--- src/rtl/pipeline_memreq_if.sv ---
// ----------------------------------------------------------------------------
// pipeline_memreq_if
//   Data-cache request/response bundle between the MEM stage and the dcache.
//   master : MEM stage (drives the request, receives hit and load data)
//   slave  : dcache    (receives the request, drives hit and load data)
// Signals
//   dmemREN    master->slave  1   read request
//   dmemWEN    master->slave  1   write request
//   dmemaddr   master->slave  DW  byte address
//   dmemstore  master->slave  DW  write data
//   dhit       slave->master  1   access complete this cycle
//   dmemload   slave->master  DW  read data, valid with dhit
// ----------------------------------------------------------------------------
interface pipeline_memreq_if #(
  parameter int DW = 32
);
  logic          dmemREN;
  logic          dmemWEN;
  logic [DW-1:0] dmemaddr;
  logic [DW-1:0] dmemstore;
  logic          dhit;
  logic [DW-1:0] dmemload;

  modport master (
    output dmemREN, dmemWEN, dmemaddr, dmemstore,
    input  dhit, dmemload
  );

  modport slave (
    input  dmemREN, dmemWEN, dmemaddr, dmemstore,
    output dhit, dmemload
  );
endinterface

--- src/rtl/pipeline_memreq.sv ---
// ----------------------------------------------------------------------------
// pipeline_memreq
//   MEM-stage consumer of the EX/MEM latch. Converts the latched load/store
//   request into a held dcache request, stalls the pipe until dhit, captures
//   load data for MEM/WB and issues at most one cache transaction per MEM
//   instruction. Owns the sticky halt and timeout flags.
// Parameters
//   DW       address/data width
//   TIMEOUT  BUSY cycles without dhit before timeout_err sets
// Ports
//   CLK, nRST            clock (rising edge), asynchronous active-low reset
//   dmemREN_l/dmemWEN_l  latched load / store request
//   porto_l, rdat2_l     latched byte address / store data
//   hlt_l                latched halt
//   advance              MEM instruction leaves this cycle
//   flush                squash the current MEM instruction
//   dbus (master)        dcache request/response bundle
//   mem_stall            hold IF..EX/MEM latches
//   ldata, ldata_vld     captured load data and its valid
//   halt, timeout_err    sticky status flags
// ----------------------------------------------------------------------------
module pipeline_memreq #(
  parameter int DW      = 32,
  parameter int TIMEOUT = 255
) (
  input  logic              CLK,
  input  logic              nRST,
  input  logic              dmemREN_l,
  input  logic              dmemWEN_l,
  input  logic [DW-1:0]     porto_l,
  input  logic [DW-1:0]     rdat2_l,
  input  logic              hlt_l,
  input  logic              advance,
  input  logic              flush,
  pipeline_memreq_if.master dbus,
  output logic              mem_stall,
  output logic [DW-1:0]     ldata,
  output logic              ldata_vld,
  output logic              halt,
  output logic              timeout_err
);

  localparam int            CW       = $clog2(TIMEOUT + 1);
  localparam logic [CW-1:0] CNT_LAST = CW'(TIMEOUT - 1);
  localparam logic [CW-1:0] CNT_MAX  = CW'(TIMEOUT);

  typedef enum logic [1:0] {
    IDLE = 2'd0,
    BUSY = 2'd1,
    DONE = 2'd2,
    HALT = 2'd3
  } state_t;

  state_t        state_q;
  state_t        state_d;
  logic [CW-1:0] cnt;
  logic          sq;
  logic          wr_q;
  logic [DW-1:0] addr_q;
  logic [DW-1:0] store_q;

  logic          acc;
  logic          wr;
  logic          go;
  logic          squash;
  logic          start_busy;
  logic          idle_hit_load;
  logic          busy_hit_load;
  logic          ren;
  logic          wen;
  logic          stall;
  logic [DW-1:0] addr_c;
  logic [DW-1:0] store_c;

  // Miss-cycle counter holds at TIMEOUT so it never wraps back under the limit.
  function automatic logic [CW-1:0] cnt_sat_inc(input logic [CW-1:0] c);
    return (c == CNT_MAX) ? c : c + 1'b1;
  endfunction

  assign acc    = dmemREN_l | dmemWEN_l;
  assign wr     = dmemWEN_l;               // store wins when both are latched
  assign go     = ~hlt_l & ~flush;
  // A flush landing on the dhit cycle squashes just like an earlier one.
  assign squash = sq | flush;

  assign start_busy    = (state_q == IDLE) & go & acc & ~dbus.dhit;
  assign idle_hit_load = (state_q == IDLE) & go & acc & ~wr & dbus.dhit;
  assign busy_hit_load = (state_q == BUSY) & dbus.dhit & ~wr_q & ~squash;

  always_comb begin
    state_d = state_q;
    ren     = 1'b0;
    wen     = 1'b0;
    stall   = 1'b0;
    addr_c  = porto_l;
    store_c = rdat2_l;
    case (state_q)
      IDLE: begin
        ren   = acc & ~wr & go;
        wen   = wr & go;
        stall = acc & go & ~dbus.dhit;
        if (flush)              state_d = IDLE;
        else if (hlt_l)         state_d = HALT;
        else if (acc && dbus.dhit) state_d = advance ? IDLE : DONE;
        else if (acc)           state_d = BUSY;
      end
      BUSY: begin
        // Request replays the captured copy so latch glitches cannot leak out.
        ren     = ~wr_q;
        wen     = wr_q;
        addr_c  = addr_q;
        store_c = store_q;
        stall   = ~dbus.dhit;
        if (dbus.dhit) state_d = (squash | advance) ? IDLE : DONE;
      end
      DONE: begin
        if (advance | flush) state_d = IDLE;
      end
      HALT: begin
        state_d = HALT;
      end
      default: state_d = IDLE;
    endcase
  end

  // Requests and stall are gated by nRST so they drop the moment reset asserts.
  assign dbus.dmemREN   = ren & nRST;
  assign dbus.dmemWEN   = wen & nRST;
  assign dbus.dmemaddr  = addr_c;
  assign dbus.dmemstore = store_c;
  assign mem_stall      = stall & nRST;

  always_ff @(posedge CLK or negedge nRST) begin
    if (!nRST) begin
      state_q     <= IDLE;
      cnt         <= '0;
      sq          <= 1'b0;
      wr_q        <= 1'b0;
      ldata_vld   <= 1'b0;
      halt        <= 1'b0;
      timeout_err <= 1'b0;
    end else begin
      state_q <= state_d;
      case (state_q)
        IDLE: begin
          ldata_vld <= idle_hit_load;
          if (!flush && hlt_l) halt <= 1'b1;
          if (start_busy) begin
            wr_q <= wr;
            cnt  <= '0;
            sq   <= 1'b0;
          end
        end
        BUSY: begin
          if (flush) sq <= 1'b1;
          if (dbus.dhit) begin
            ldata_vld <= busy_hit_load;
            sq        <= 1'b0;
          end else begin
            cnt <= cnt_sat_inc(cnt);
            if (cnt == CNT_LAST) timeout_err <= 1'b1;
          end
        end
        DONE: begin
          if (advance | flush) ldata_vld <= 1'b0;
        end
        default: ;
      endcase
    end
  end

  always_ff @(posedge CLK or negedge nRST) begin
    if (!nRST) begin
      addr_q  <= '0;
      store_q <= '0;
      ldata   <= '0;
    end else begin
      if (start_busy) begin
        addr_q  <= porto_l;
        store_q <= rdat2_l;
      end
      if (idle_hit_load | busy_hit_load) ldata <= dbus.dmemload;
    end
  end

endmodule

--- src/flat_wrapper.sv ---
// flat-port wrapper written by rule: the top's interface ports become plain ports
module pipeline_memreq_flat 
#(
  parameter int DW      = 32,
  parameter int TIMEOUT = 255
)
  (CLK, nRST, dmemREN_l, dmemWEN_l, porto_l, rdat2_l, hlt_l, advance, flush, mem_stall, ldata, ldata_vld, halt, timeout_err, dbus_dmemREN, dbus_dmemWEN, dbus_dmemaddr, dbus_dmemstore, dbus_dhit, dbus_dmemload);
  pipeline_memreq_if #(.DW(DW)) dbus_i ();
  input  logic CLK;
  input  logic nRST;
  input  logic dmemREN_l;
  input  logic dmemWEN_l;
  input  logic [DW-1:0] porto_l;
  input  logic [DW-1:0] rdat2_l;
  input  logic hlt_l;
  input  logic advance;
  input  logic flush;
  output logic mem_stall;
  output logic [DW-1:0] ldata;
  output logic ldata_vld;
  output logic halt;
  output logic timeout_err;
  output wire logic [$bits(dbus_i.dmemREN)-1:0] dbus_dmemREN;
  output wire logic [$bits(dbus_i.dmemWEN)-1:0] dbus_dmemWEN;
  output wire logic [$bits(dbus_i.dmemaddr)-1:0] dbus_dmemaddr;
  output wire logic [$bits(dbus_i.dmemstore)-1:0] dbus_dmemstore;
  input wire logic [$bits(dbus_i.dhit)-1:0] dbus_dhit;
  input wire logic [$bits(dbus_i.dmemload)-1:0] dbus_dmemload;
  assign dbus_dmemREN = dbus_i.dmemREN;
  assign dbus_dmemWEN = dbus_i.dmemWEN;
  assign dbus_dmemaddr = dbus_i.dmemaddr;
  assign dbus_dmemstore = dbus_i.dmemstore;
  assign dbus_i.dhit = dbus_dhit;
  assign dbus_i.dmemload = dbus_dmemload;
  pipeline_memreq #(.DW(DW), .TIMEOUT(TIMEOUT)) u_core (.CLK(CLK), .nRST(nRST), .dmemREN_l(dmemREN_l), .dmemWEN_l(dmemWEN_l), .porto_l(porto_l), .rdat2_l(rdat2_l), .hlt_l(hlt_l), .advance(advance), .flush(flush), .dbus(dbus_i), .mem_stall(mem_stall), .ldata(ldata), .ldata_vld(ldata_vld), .halt(halt), .timeout_err(timeout_err));
endmodule
--- config.mk ---
export PLATFORM = sky130hd
export DESIGN_NAME = pipeline_memreq_flat
export DESIGN_NICKNAME = d
export VERILOG_FILES = /design/src/rtl/pipeline_memreq_if.sv /design/src/rtl/pipeline_memreq.sv /design/src/flat_wrapper.sv
export SDC_FILE = /design/constraint.sdc
export NUM_CORES = 1
export LEC_CHECK = 0
export ABC_AREA = 0
export BUFFER_PORTS_ARGS = -buffer_cell sky130_fd_sc_hd__buf_2
export CORE_MARGIN = 1.5
export CORE_UTILIZATION = 45
export DETAILED_ROUTE_END_ITERATION = 10
export PLACE_DENSITY = 0.8
export SLEW_MARGIN = 20
export SYNTH_ARGS = -nofsm -noshare
export SYNTH_HDL_FRONTEND = slang
export SYNTH_SLANG_ARGS = --single-unit
--- constraint.sdc ---
create_clock -name CLK -period 2 [get_ports CLK]
set_input_delay 0.3 -clock CLK [delete_from_list [all_inputs] [get_ports CLK]]
set_output_delay 0.3 -clock CLK [all_outputs]
set_load 0.02 [all_outputs]
After elaboration in Yosys (flattened, before gate mapping)
Index checks and enable logic that the tools add are counted.

word-level totals
  bits in registers = 111
  latch bits = 0
  RAM bits = 0
  memory bits (read-only) = 0
  input bits = 104
  output and inout bits = 102
  logic and storage cells = 89
  memories kept = 0

operators by class
  $add $sub $neg = 1
  multipliers = 0
  div/mod/pow operators = 0
  $lt $le $gt $ge = 0
  eq/ne operators = 12
  shift-type cells = 0
  multiplexer cells = 25
  bitwise gates (word level) = 28
  reduce and logical (&&, ||, !) cells = 13

operators with widths
  operator                                                         number
  32-bit two-way mux                                               2
  8-bit two-way mux                                                3
  1-bit AND                                                        17
  8-bit == test, second input constant                             2
  2-bit two-way mux                                                8
  8-bit case mux with 2 select lines                               1
  3-bit AND reduction                                              4
  8-bit by 1-bit adder with 8-bit output, second input constant    1
  1-bit case mux with 2 select lines                               4
  2-bit case mux with 4 select lines                               1
  2-bit != test, second input constant                             3
  1-bit NOT                                                        6
  1-bit two-way mux                                                5
  5-bit by 4-bit != test with 1-bit output, second input constant  1
  1-bit OR                                                         5
  2-bit == test, second input constant                             2
  2-bit by 1-bit != test with 1-bit output, second input constant  2
  2-bit AND reduction                                              2
  4-bit AND reduction                                              1
  3-bit != test, second input constant                             1
  1-bit case mux with 3 select lines                               1
  3-bit nonzero test                                               1
  2-bit by 1-bit == test with 1-bit output, second input constant  1
  1-bit logical AND                                                2
  other kinds (3)                                                  3

Logic depth before layout (Yosys ltp)
Gate-level depths: netlist of run 1.

  depth in word-level cells = 7
  mapped depth = 7
  depth with buffers taken out = 6

Worst setup path before layout of run 1
No wires, ideal clock.

  kind = register -> output
  start = register u_core.state_q[0]
  end = output mem_stall
  arrival time = 1.873 ns
  required time = 1.700 ns
  setup slack = -0.173 ns
  stages on the path, launching flop included = 8
  buffers on the path = 2
  cell sequence = dfrtp_1 inv_1 ha_1 or3b_4 nor2_1 buf_4 buf_4 o21a_1

on the way
  longest elaborated chain between the ends = 3
  elaborated cells between the ends (all ways) = 4
  classes of those cells = eq/ne (1); mux (1); bitwise (1); reduce/logical (1)

ends and longest elaborated chain
  item                                                                           RTL line                text
  start, declared                                                                pipeline_memreq.sv:54   state_t state_q;
  start signal, assigned                                                         pipeline_memreq.sv:143  state_q <= state_d;
  2-bit by 1-bit == test with 1-bit output or 2-bit logical NOT (tied branches)  pipeline_memreq.sv:97   case (state_q)
  1-bit case mux with 2 select lines *                                           pipeline_memreq.sv:97
  1-bit AND *                                                                    pipeline_memreq.sv:131  assign mem_stall = stall & nRST;
  end, declared                                                                  flat_wrapper.sv:18      output logic mem_stall;

Mark *: on every way between the ends. The rest lies on a longest branch, timed or not.

Final worst setup path of run 1
  start = register u_core.state_q[1]
  end = output mem_stall

Same word-level chain as after synthesis.

==> flow_summary.json, run 1 <==
{
  "status": "finished with violations",
  "violations": "setup timing",
  "ys_seq_area_share_pct": 50.5,
  "drv_slew": 0,
  "dieArea_um2": 12900,
  "cts_max_path_buffers": 2,
  "async_flop_share_pct": 100,
  "antenna-diode-count": 0,
  "hold_depth": 2,
  "start_kind": "register",
  "hold_end": "u_core.ldata[22]$_DFFE_PN0P_",
  "dr_total_vias": 4359,
  "portBuffers": 205,
  "rr_worst_depth": 9,
  "final_util_pct": 69.5,
  "drtIter0Drc": 155,
  "maxCapViolations": 0,
  "postLayoutCellArea_um2": 8310,
  "crit_buf_inv": 4,
  "hp-class": "primary input to register",
  "wl_met2_um": 8140,
  "p_comb_share_pct": 13.0,
  "multiInputGateArea_um2": 2860,
  "wl_um": 15400,
  "switching_share_pct": 23.1,
  "cp.arrival_ns": 1.92,
  "numCtsBuffers": 9,
  "netSwitchingPower_mw": 1.13,
  "critPathSlowestCell": "or3b_4",
  "syn_to_final_growth_pct": 51.0,
  "grt.total_usage_pct": 21.6,
  "cts-root-buf": "clkbuf_16",
  "antenna_found_initial": 0,
  "synthesis.area_um2": 5500,
  "min_period_over_period_pct": 111,
  "period_minus_slack_ns": 2.22,
  "worstPathMaxFanout": 3,
  "tritoncts": "built",
  "hold_violations": 0,
  "yosys_register_bits": 111,
  "route.detailed.wl_per_inst_um": 19.2,
  "r2r-end": "u_core.store_q[23]$_DFFE_PN0P_",
  "path_clk_slew_ns": 0.07,
  "dr_wl_met3_um": 946,
  "r2r_setup_slack_ns": -0.15,
  "synthFlopType": "dfrtp_1",
  "avgSynthCellArea_um2": 14.0,
  "worstHoldStart": "dbus_dmemload[22]",
  "path_cells": "inv_2 -> buf_6 -> ha_4 -> or3b_4 -> nor2_4 -> buf_12 -> o21a_4 -> buf_6",
  "core_um2": 12000,
  "cts_sinks": 111,
  "slowest_delay_ns": 0.41,
  "final_nets": 760,
  "io_pins": 206,
  "place.gp.congestion": 0.857,
  "first_pass_iters": 4,
  "dpl.hpwl_um": 9780,
  "synthesis.nets": 503,
  "topRoutingLayerUsed": "met4",
  "insertion_delay_ns": 0.35,
  "p_per_area_nw_per_um2": 587,
  "antenna_left": 0,
  "drc_errors": 0,
  "endpoint_kind": "output pin",
  "overflow": 0,
  "worst_slew_pin_slew_ns": 0.930,
  "worstReg2RegStart": "u_core.state_q[1]$_DFFE_PN0P_",
  "p_leak_nw": 4.36,
  "grt_max_degree": 73,
  "fin_ws_ns": -0.220,
  "ir_drop_uv": 344,
  "numPlacedInstances": 758,
  "p_int_mw": 3.75,
  "stdcell_count": 801,
  "setup_viol": 160,
  "vias_per_cell": 5.44,
  "seq_area_um2": 2780,
  "synth_top_cell_area_share_pct": 50.5,
  "path_class": "register to output pin",
  "drive_gt1_share_pct": 71.3,
  "cpMostUsedCell": "buf_6",
  "cpLargestDelayFamily": "simple AND/OR/NAND/NOR gates",
  "finClkSkew_ns": 0.00602,
  "fin_total_pwr_mw": 4.88,
  "wl_met1_um": 5740,
  "pwr-share-clk_pct": 40.0,
  "ys_types": 47,
  "fp.dieW_um": 114,
  "grt_pass1_vias": 4401,
  "yosysWarningCount": 0,
  "rows": 40,
  "p_seq_share_pct": 47.1,
  "dpl_cell_area_um2": 6990,
  "clock.fmax_ghz": 0.450,
  "n_fill_cell": 789,
  "fp.dieH_um": 114,
  "netlist_top_cells_area": "dfrtp_1 50%, mux2_2 27%, mux2_4 8.2%",
  "synth_cells": 392,
  "yosysTopAreaCell": "dfrtp_1",
  "slew_headroom_pct": 38.0,
  "cp.required_ns": 1.70,
  "rsz0062_at_grt": "true",
  "h-tree-depth": 3,
  "initial_utilization_pct": 46.0,
  "synth_edf_count": 0,
  "grt_pass1_wl_um": 21800
}
-- cells by family (layout without fill, tap and decap cells) --
family          count (synthesis)  in the layout  synth area share (%)
compound gates                 37             37                  5.09
fa+ha+maj                       7              7                  1.59
buf+inv                        28            290                  2.75
flops                         111            111                  50.5
mux                           163            163                  35.3
simple gates                   46             46                  4.75
-- routing by layer --
metal,vias to the layer above,GRT usage [%]
met5,-,0
li1,1952,-
met2,212,38.2
met3,44,4.84
met4,0,11.3
met1,2151,24.4
-- Yosys cell counts, types with 2 or more instances --
cell type / count
mux2_2: 131
dfrtp_1: 111
mux2_4: 30
nand2_1: 13
ha_1: 7
nor2_1: 7
clkbuf_1: 6
inv_1: 6
o21ai_0: 6
buf_4: 5
nand4_1: 5
a21oi_1: 4
buf_1: 4
buf_2: 4
nand3_1: 4
nor3_1: 4
a31o_2: 3
buf_6: 3
o22a_1: 3
o311ai_0: 3
a32oi_1: 2
and4_1: 2
mux2i_1: 2
nand3b_1: 2
nor2b_1: 2
o21bai_1: 2
-- cells in the final DEF, fill, tap and decap left out, types with 3 or more instances in the layout --
| cell | n |
|---|---|
| o21ai_0 | 3 |
| inv_1 | 4 |
| ha_1 | 5 |
| a31o_2 | 3 |
| a21oi_1 | 4 |
| o21ai_1 | 3 |
| nand3_1 | 4 |
| nor2_1 | 5 |
| buf_4 | 36 |
| dfrtp_1 | 111 |
| buf_8 | 3 |
| nand2_1 | 13 |
| clkbuf_16 | 17 |
| mux2_2 | 86 |
| mux2_4 | 75 |
| buf_2 | 155 |
| buf_6 | 54 |
| buf_12 | 9 |
| nand4_1 | 5 |
| nor3_1 | 3 |
-- how the worst max path moves through the flow --
stage,from,end,cells after the start
2_1_floorplan,u_core.state_q[1]$_DFFE_PN0P_,dbus_dmemaddr[17],5
3_3_place_gp,u_core.state_q[0]$_DFFE_PN0P_,u_core.ldata[29]$_DFFE_PN0P_,7
3_5_place_dp,u_core.state_q[0]$_DFFE_PN0P_,u_core.ldata[26]$_DFFE_PN0P_,7
4_1_cts,u_core.state_q[1]$_DFFE_PN0P_,dbus_dmemstore[16],8
5_1_grt,u_core.state_q[1]$_DFFE_PN0P_,mem_stall,8
6_report,u_core.state_q[1]$_DFFE_PN0P_,mem_stall,8
-- power groups by stage --
stage	Clock, mW	Combinational [mW]	Sequential (mW)
3_5_place_dp	0	0.528	2.34
4_1_cts	2.01	0.560	2.29
3_3_place_gp	0	0.511	2.34
5_1_grt	2.09	0.673	2.30
2_1_floorplan	0	0.218	2.36
6_report	1.95	0.633	2.30
-- metrics by stage --
step / hold slack (ns) / worst slack, ns / TNS, ns
final: 0.180 / -0.220 / -18.56
after global routing: 0.169 / -0.274 / -27.23
after CTS: 0.166 / -0.225 / -21.33
after detailed placement: 0.106 / 0.00534 / 0
after global placement: 0.102 / 0.0477 / 0
after floorplan: 0.00441 / -0.0667 / -1.43
-- registers in the layout (all words and copies together), names as in the netlist --
| signal | cells |
|---|---|
| u_core.addr_q | 32 |
| u_core.cnt | 8 |
| u_core.halt | 1 |
| u_core.ldata | 32 |
| u_core.ldata_vld | 1 |
| u_core.sq | 1 |
| u_core.state_q | 2 |
| u_core.store_q | 32 |
| u_core.timeout_err | 1 |
| u_core.wr_q | 1 |
-- timing repair --
| action | 4_1_cts | 5_1_grt |
|---|---|---|
| gates resized for setup | 63 | 125 |
| setup endpoints to repair | 70 | 172 |
| setup buffers | 15 | 4 |
| hold endpoints to repair | 1 | 0 |
| hold buffers | 1 | 0 |
| gates cloned | 4 | 7 |
| pin swaps | 5 | 5 |
-- final cells by class --
| class | instances | area share, % |
|---|---|---|
| Tap cell | 147 | 2.21 |
| Clock buffer | 13 | 3.13 |
| Clock inverter | 3 | 0.783 |
| Timing Repair Buffer | 268 | 25.8 |
| Inverter | 6 | 0.271 |
| Multi-Input combinational cell | 253 | 34.4 |
| Sequential cell | 111 | 33.4 |
No activity file was read; power rests on OpenSTA's default activity.
==> inputs of run 2 (changes only) <==
- BUFFER_PORTS_ARGS: -buffer_cell sky130_fd_sc_hd__buf_2 -> -buffer_cell sky130_fd_sc_hd__clkbuf_2
==> flow_summary.json, run 2 (synthesis results as in run 1) <==
{
  "status": "finished with violations",
  "violations": "setup timing",
  "dr_total_vias": 4319,
  "endpoint_kind": "output pin",
  "drtIter0Drc": 184,
  "slowest_delay_ns": 0.39,
  "setup_viol": 169,
  "cts_max_path_buffers": 2,
  "final_nets": 768,
  "whs_ns": 0.187,
  "wl_um": 15200,
  "dp_slack_ns": -0.00130,
  "dieArea_um2": 12900,
  "grt_max_degree": 42,
  "rsz0062_at_grt": "true",
  "overflow": 0,
  "io_pins": 206,
  "tritoncts": "built",
  "vias_per_cell": 5.35,
  "fp.dieH_um": 114,
  "hp-class": "primary input to register",
  "path_cells": "inv_2 -> buf_6 -> ha_4 -> buf_12 -> buf_12 -> buf_16 -> mux2_2 -> buf_6",
  "largest_registers": "u_core.addr_q: 32 flops, u_core.ldata: 32 flops, u_core.store_q: 32 flops",
  "initial_utilization_pct": 46.0,
  "numCtsBuffers": 9,
  "cp.arrival_ns": 1.93,
  "cts-root-buf": "clkbuf_16",
  "finClkSkew_ns": 0.00413,
  "critPathSlowestCell": "dfrtp_1",
  "grt_pass1_vias": 4326,
  "drv_slew": 0,
  "ir_drop_uv": 484,
  "h-tree-depth": 3,
  "postLayoutCellArea_um2": 8420,
  "fin_ws_ns": -0.232,
  "first_pass_iters": 4,
  "drive_gt1_share_pct": 72.0,
  "rows": 40,
  "place.gp.congestion": 0.895,
  "grt_pass1_wl_um": 21400,
  "min_period_over_period_pct": 112,
  "grt.total_usage_pct": 21.2,
  "dpl_cell_area_um2": 6990,
  "period_minus_slack_ns": 2.23,
  "syn_to_final_growth_pct": 52.9,
  "dpl.hpwl_um": 9600,
  "p_leak_nw": 4.31,
  "hold_violations": 0,
  "path_class": "register to output pin",
  "start_kind": "register",
  "portBuffers": 205,
  "cts_sinks": 111,
  "insertion_delay_ns": 0.34,
  "fp.dieW_um": 114,
  "worst_slew_pin_slew_ns": 0.627,
  "antenna-diode-count": 0,
  "drc_errors": 0,
  "p_per_area_nw_per_um2": 570,
  "slew_headroom_pct": 58.1,
  "antenna_left": 0,
  "stdcell_count": 808,
  "clock.fmax_ghz": 0.448,
  "route.detailed.wl_per_inst_um": 18.9,
  "layout_common_cells": "156 x clkbuf_2, 111 x dfrtp_1, 86 x mux2_4, 75 x mux2_2, 33 x buf_4",
  "worstPathMaxFanout": 9,
  "cp.required_ns": 1.70,
  "antenna_found_initial": 0,
  "path_clk_slew_ns": 0.07,
  "maxCapViolations": 0,
  "core_um2": 12000,
  "crit_buf_inv": 6,
  "mostFrequentLayoutCell": "clkbuf_2",
  "cpLargestDelayFamily": "buffers and inverters",
  "numPlacedInstances": 758
}
## run 2: worst reg2reg max path: stages, from the launching register on
cell     delay [ns]
dfrtp_1        0.39
inv_2          0.07
buf_6          0.10
ha_4           0.13
or3b_4         0.41
buf_12         0.15
nor3b_4        0.23
o21ai_4        0.10
buf_12         0.19
mux2_4         0.34
## run 2: per-stage QoR
stage	utilization, %	setup TNS (ns)	power, mW
3_3_place_gp	58.5	0	2.85
4_1_cts	65.0	-21.28	4.80
5_1_grt	70.4	-33.69	4.97
2_1_floorplan	-	-1.43	2.58
6_report	70.4	-23.54	4.80
3_5_place_dp	58.5	-0.00215	2.87
## run 2: worst paths after layout
kind	start	to	slack (ns)	cells past startpoint
setup / recovery	u_core.state_q[1]$_DFFE_PN0P_	dbus_dmemaddr[27]	-0.23	8
hold / removal	dbus_dmemload[25]	u_core.ldata[25]$_DFFE_PN0P_	0.19	2
setup reg to reg	u_core.state_q[1]$_DFFE_PN0P_	u_core.ldata[3]$_DFFE_PN0P_	-0.22	9
hold reg to reg	u_core.halt$_DFFE_PN0P_	u_core.halt$_DFFE_PN0P_	0.47	1
max in group asynchronous	nRST	u_core.store_q[30]$_DFFE_PN0P_	0.96	3
min in group asynchronous	nRST	u_core.ldata_vld$_DFFE_PN0P_	0.34	2
## run 2: per-layer routing
metal,up-vias,GRT usage (%),wire [um]
li1,1971,-,-
met1,2144,25.2,5980
met2,176,36.7,8060
met3,28,4.94,839
met4,0,9.00,351
met5,-,0,0
## run 2: power by group
group / internal [mW] / switching (mW)
Combinational: 0.281 / 0.317
Clock: 1.12 / 0.783
Sequential: 2.27 / 0.0248
Total: 3.68 / 1.12
## run 2: area by class of cell
type	instances	area [um2]
flip-flops and latches	111	2780
well taps	147	184
clock inverters	4	70.1
multi-input cells	253	2940
clock buffers	11	243
inverters	6	22.5
fillers	785	3540
repair buffers	276	2180
## run 2: timing repair
action	in CTS	in global routing
buffers inserted	21	9
pin swaps	5	16
resized for setup	51	168
hold buffers	1	0
cloned	2	6
setup endpoints to repair	98	175
endpoints found under the hold margin	1	0
==> inputs of run 3 (changes only) <==
- CORE_ASPECT_RATIO: default -> 0.75
- CORE_UTILIZATION: 45 -> 46
- CTS_BUF_LIST: default -> sky130_fd_sc_hd__clkbuf_8
- PLACE_DENSITY: 0.8 -> 0.81
==> flow_summary.json, run 3 (synthesis results as in run 1) <==
{
  "endpoint_kind": "output pin",
  "antenna_left": 0,
  "fin_ws_ns": -0.245,
  "p_seq_share_pct": 54.7,
  "mostFrequentLayoutCell": "clkbuf_2",
  "tritoncts": "built",
  "drc_errors": 0,
  "slew_headroom_pct": 63.4,
  "final_util_pct": 73.1,
  "multiInputGateArea_um2": 3030,
  "drv_slew": 0,
  "fp.dieW_um": 129,
  "crit_buf_inv": 5,
  "fp.dieH_um": 97.7,
  "grt_pass1_wl_um": 21900,
  "seq_area_um2": 2780,
  "initial_utilization_pct": 47.4,
  "grt_max_degree": 105,
  "path_clk_slew_ns": 0.11,
  "netSwitchingPower_mw": 1.17,
  "drive_gt1_share_pct": 72.0,
  "antenna-diode-count": 0,
  "cts-root-buf": "clkbuf_8",
  "route.detailed.wl_per_inst_um": 19.5,
  "syn_to_final_growth_pct": 54.2,
  "insertion_delay_ns": 0.37,
  "largest_registers": "u_core.addr_q: 32 flops, u_core.ldata: 32 flops, u_core.store_q: 32 flops",
  "finClkSkew_ns": 0.00563,
  "cts_sinks": 111,
  "worst_slew_pin_slew_ns": 0.548,
  "grt_pass1_vias": 4498,
  "hold_violations": 0,
  "first_pass_iters": 4,
  "fin_total_pwr_mw": 4.20,
  "dr_total_vias": 4380,
  "grt.total_usage_pct": 22.0,
  "numPlacedInstances": 764,
  "clock.fmax_ghz": 0.445,
  "cp.arrival_ns": 1.95,
  "path_cells": "inv_2 -> buf_6 -> ha_4 -> buf_12 -> clkbuf_16 -> mux2_2 -> buf_2",
  "ir_drop_uv": 360,
  "overflow": 0,
  "p_int_mw": 3.04,
  "n_fill_cell": 754,
  "period_minus_slack_ns": 2.25,
  "start_kind": "register",
  "worstPathMaxFanout": 14,
  "pwr-share-clk_pct": 30.6,
  "critPathSlowestCell": "dfrtp_1",
  "place.gp.congestion": 0.842,
  "min_period_over_period_pct": 112,
  "p_comb_share_pct": 14.8,
  "antenna_found_initial": 0,
  "p_per_area_nw_per_um2": 495,
  "final_nets": 767,
  "postLayoutCellArea_um2": 8490,
  "drtIter0Drc": 169,
  "dpl.hpwl_um": 9370,
  "switching_share_pct": 27.7,
  "vias_per_cell": 5.32,
  "cts_max_path_buffers": 2,
  "dpl_cell_area_um2": 6960,
  "stdcell_count": 823,
  "hp-class": "primary input to register",
  "violations": "setup timing",
  "rows": 34,
  "io_pins": 206,
  "path_class": "register to output pin",
  "p_leak_nw": 4.34,
  "portBuffers": 205,
  "setup_viol": 173,
  "maxCapViolations": 0,
  "cpLargestDelayFamily": "buffers and inverters",
  "cp.required_ns": 1.70,
  "layout_common_cells": "147 x clkbuf_2, 116 x mux2_4, 111 x dfrtp_1, 45 x mux2_2, 36 x buf_4",
  "finalSetupTns_ns": -26.82,
  "slowest_delay_ns": 0.40,
  "dieArea_um2": 12600,
  "h-tree-depth": 3,
  "wl_um": 16100,
  "status": "finished with violations",
  "core_um2": 11600,
  "rsz0062_at_grt": "true",
  "numCtsBuffers": 9
}
## run 3: cell count changes in the layout (fill, tap and decap cells not counted), sizes merged
| cell | before | now |
|---|---|---|
| clkinvlp | 0 | 1 |
| buf | 111 | 121 |
| clkbuf | 175 | 162 |
| bufinv | 2 | 0 |
| clkinv | 2 | 3 |
| inv | 6 | 9 |
## run 3: final timing paths
kind | cells after the start | from | slack (ns) | endpoint
worst max register to register | 9 | u_core.state_q[0]$_DFFE_PN0P_ | -0.22 | u_core.ldata[4]$_DFFE_PN0P_
max in group asynchronous | 3 | nRST | 0.84 | u_core.ldata[9]$_DFFE_PN0P_
worst max-delay path | 7 | u_core.state_q[1]$_DFFE_PN0P_ | -0.25 | dbus_dmemstore[15]
worst min-delay path | 2 | dbus_dmemload[11] | 0.15 | u_core.ldata[11]$_DFFE_PN0P_
worst min register to register | 1 | u_core.timeout_err$_DFFE_PN0P_ | 0.49 | u_core.timeout_err$_DFFE_PN0P_
min in group asynchronous | 2 | nRST | 0.39 | u_core.store_q[30]$_DFFE_PN0P_
## run 3: final cells by class
class | instances | area share, %
Tap cell | 162 | 2.39
Multi-Input combinational cell | 253 | 35.7
Sequential cell | 111 | 32.7
Inverter | 6 | 0.295
Clock inverter | 7 | 0.649
Clock buffer | 9 | 1.46
Timing Repair Buffer | 275 | 26.8
## run 3: power by group through the flow
stage / Combinational [mW] / Sequential (mW) / Clock, mW
CTS: 0.559 / 2.29 / 1.32
global placement: 0.514 / 2.34 / 0
detailed placement: 0.529 / 2.34 / 0
floorplan: 0.218 / 2.36 / 0
global route: 0.660 / 2.30 / 1.41
finish: 0.620 / 2.30 / 1.29
## run 3: routing by layer
| layer | up-vias | wire [um] | track usage, % |
|---|---|---|---|
| li1 | 1966 | - | - |
| met3 | 21 | 1150 | 5.75 |
| met5 | - | 0 | 0 |
| met4 | 0 | 231 | 7.26 |
| met1 | 2216 | 6690 | 27.6 |
| met2 | 177 | 8010 | 37.0 |
## run 3: metrics by stage
step	hold slack, ns	worst slack [ns]
floorplan	0.00441	-0.0667
global placement	0.152	0.0396
detailed placement	0.151	0.0152
CTS	0.133	-0.284
global route	0.132	-0.334
finish	0.148	-0.245
## run 3: worst register-to-register path, cell delays in order (launching register included)
cell	delay (ns)
dfrtp_1	0.42
buf_6	0.13
inv_4	0.05
ha_4	0.13
or3b_4	0.41
nor3b_4	0.25
o21ai_4	0.13
buf_6	0.16
buf_16	0.14
mux2_4	0.29
## run 3: what timing repair did
| action | CTS | global route |
|---|---|---|
| cloned | 4 | 9 |
| gates resized for setup | 62 | 212 |
| hold endpoints to repair | 7 | 0 |
| setup buffers | 13 | 21 |
| endpoints found under the setup margin | 93 | 173 |
| hold buffers | 1 | 0 |
| pin swaps | 6 | 17 |
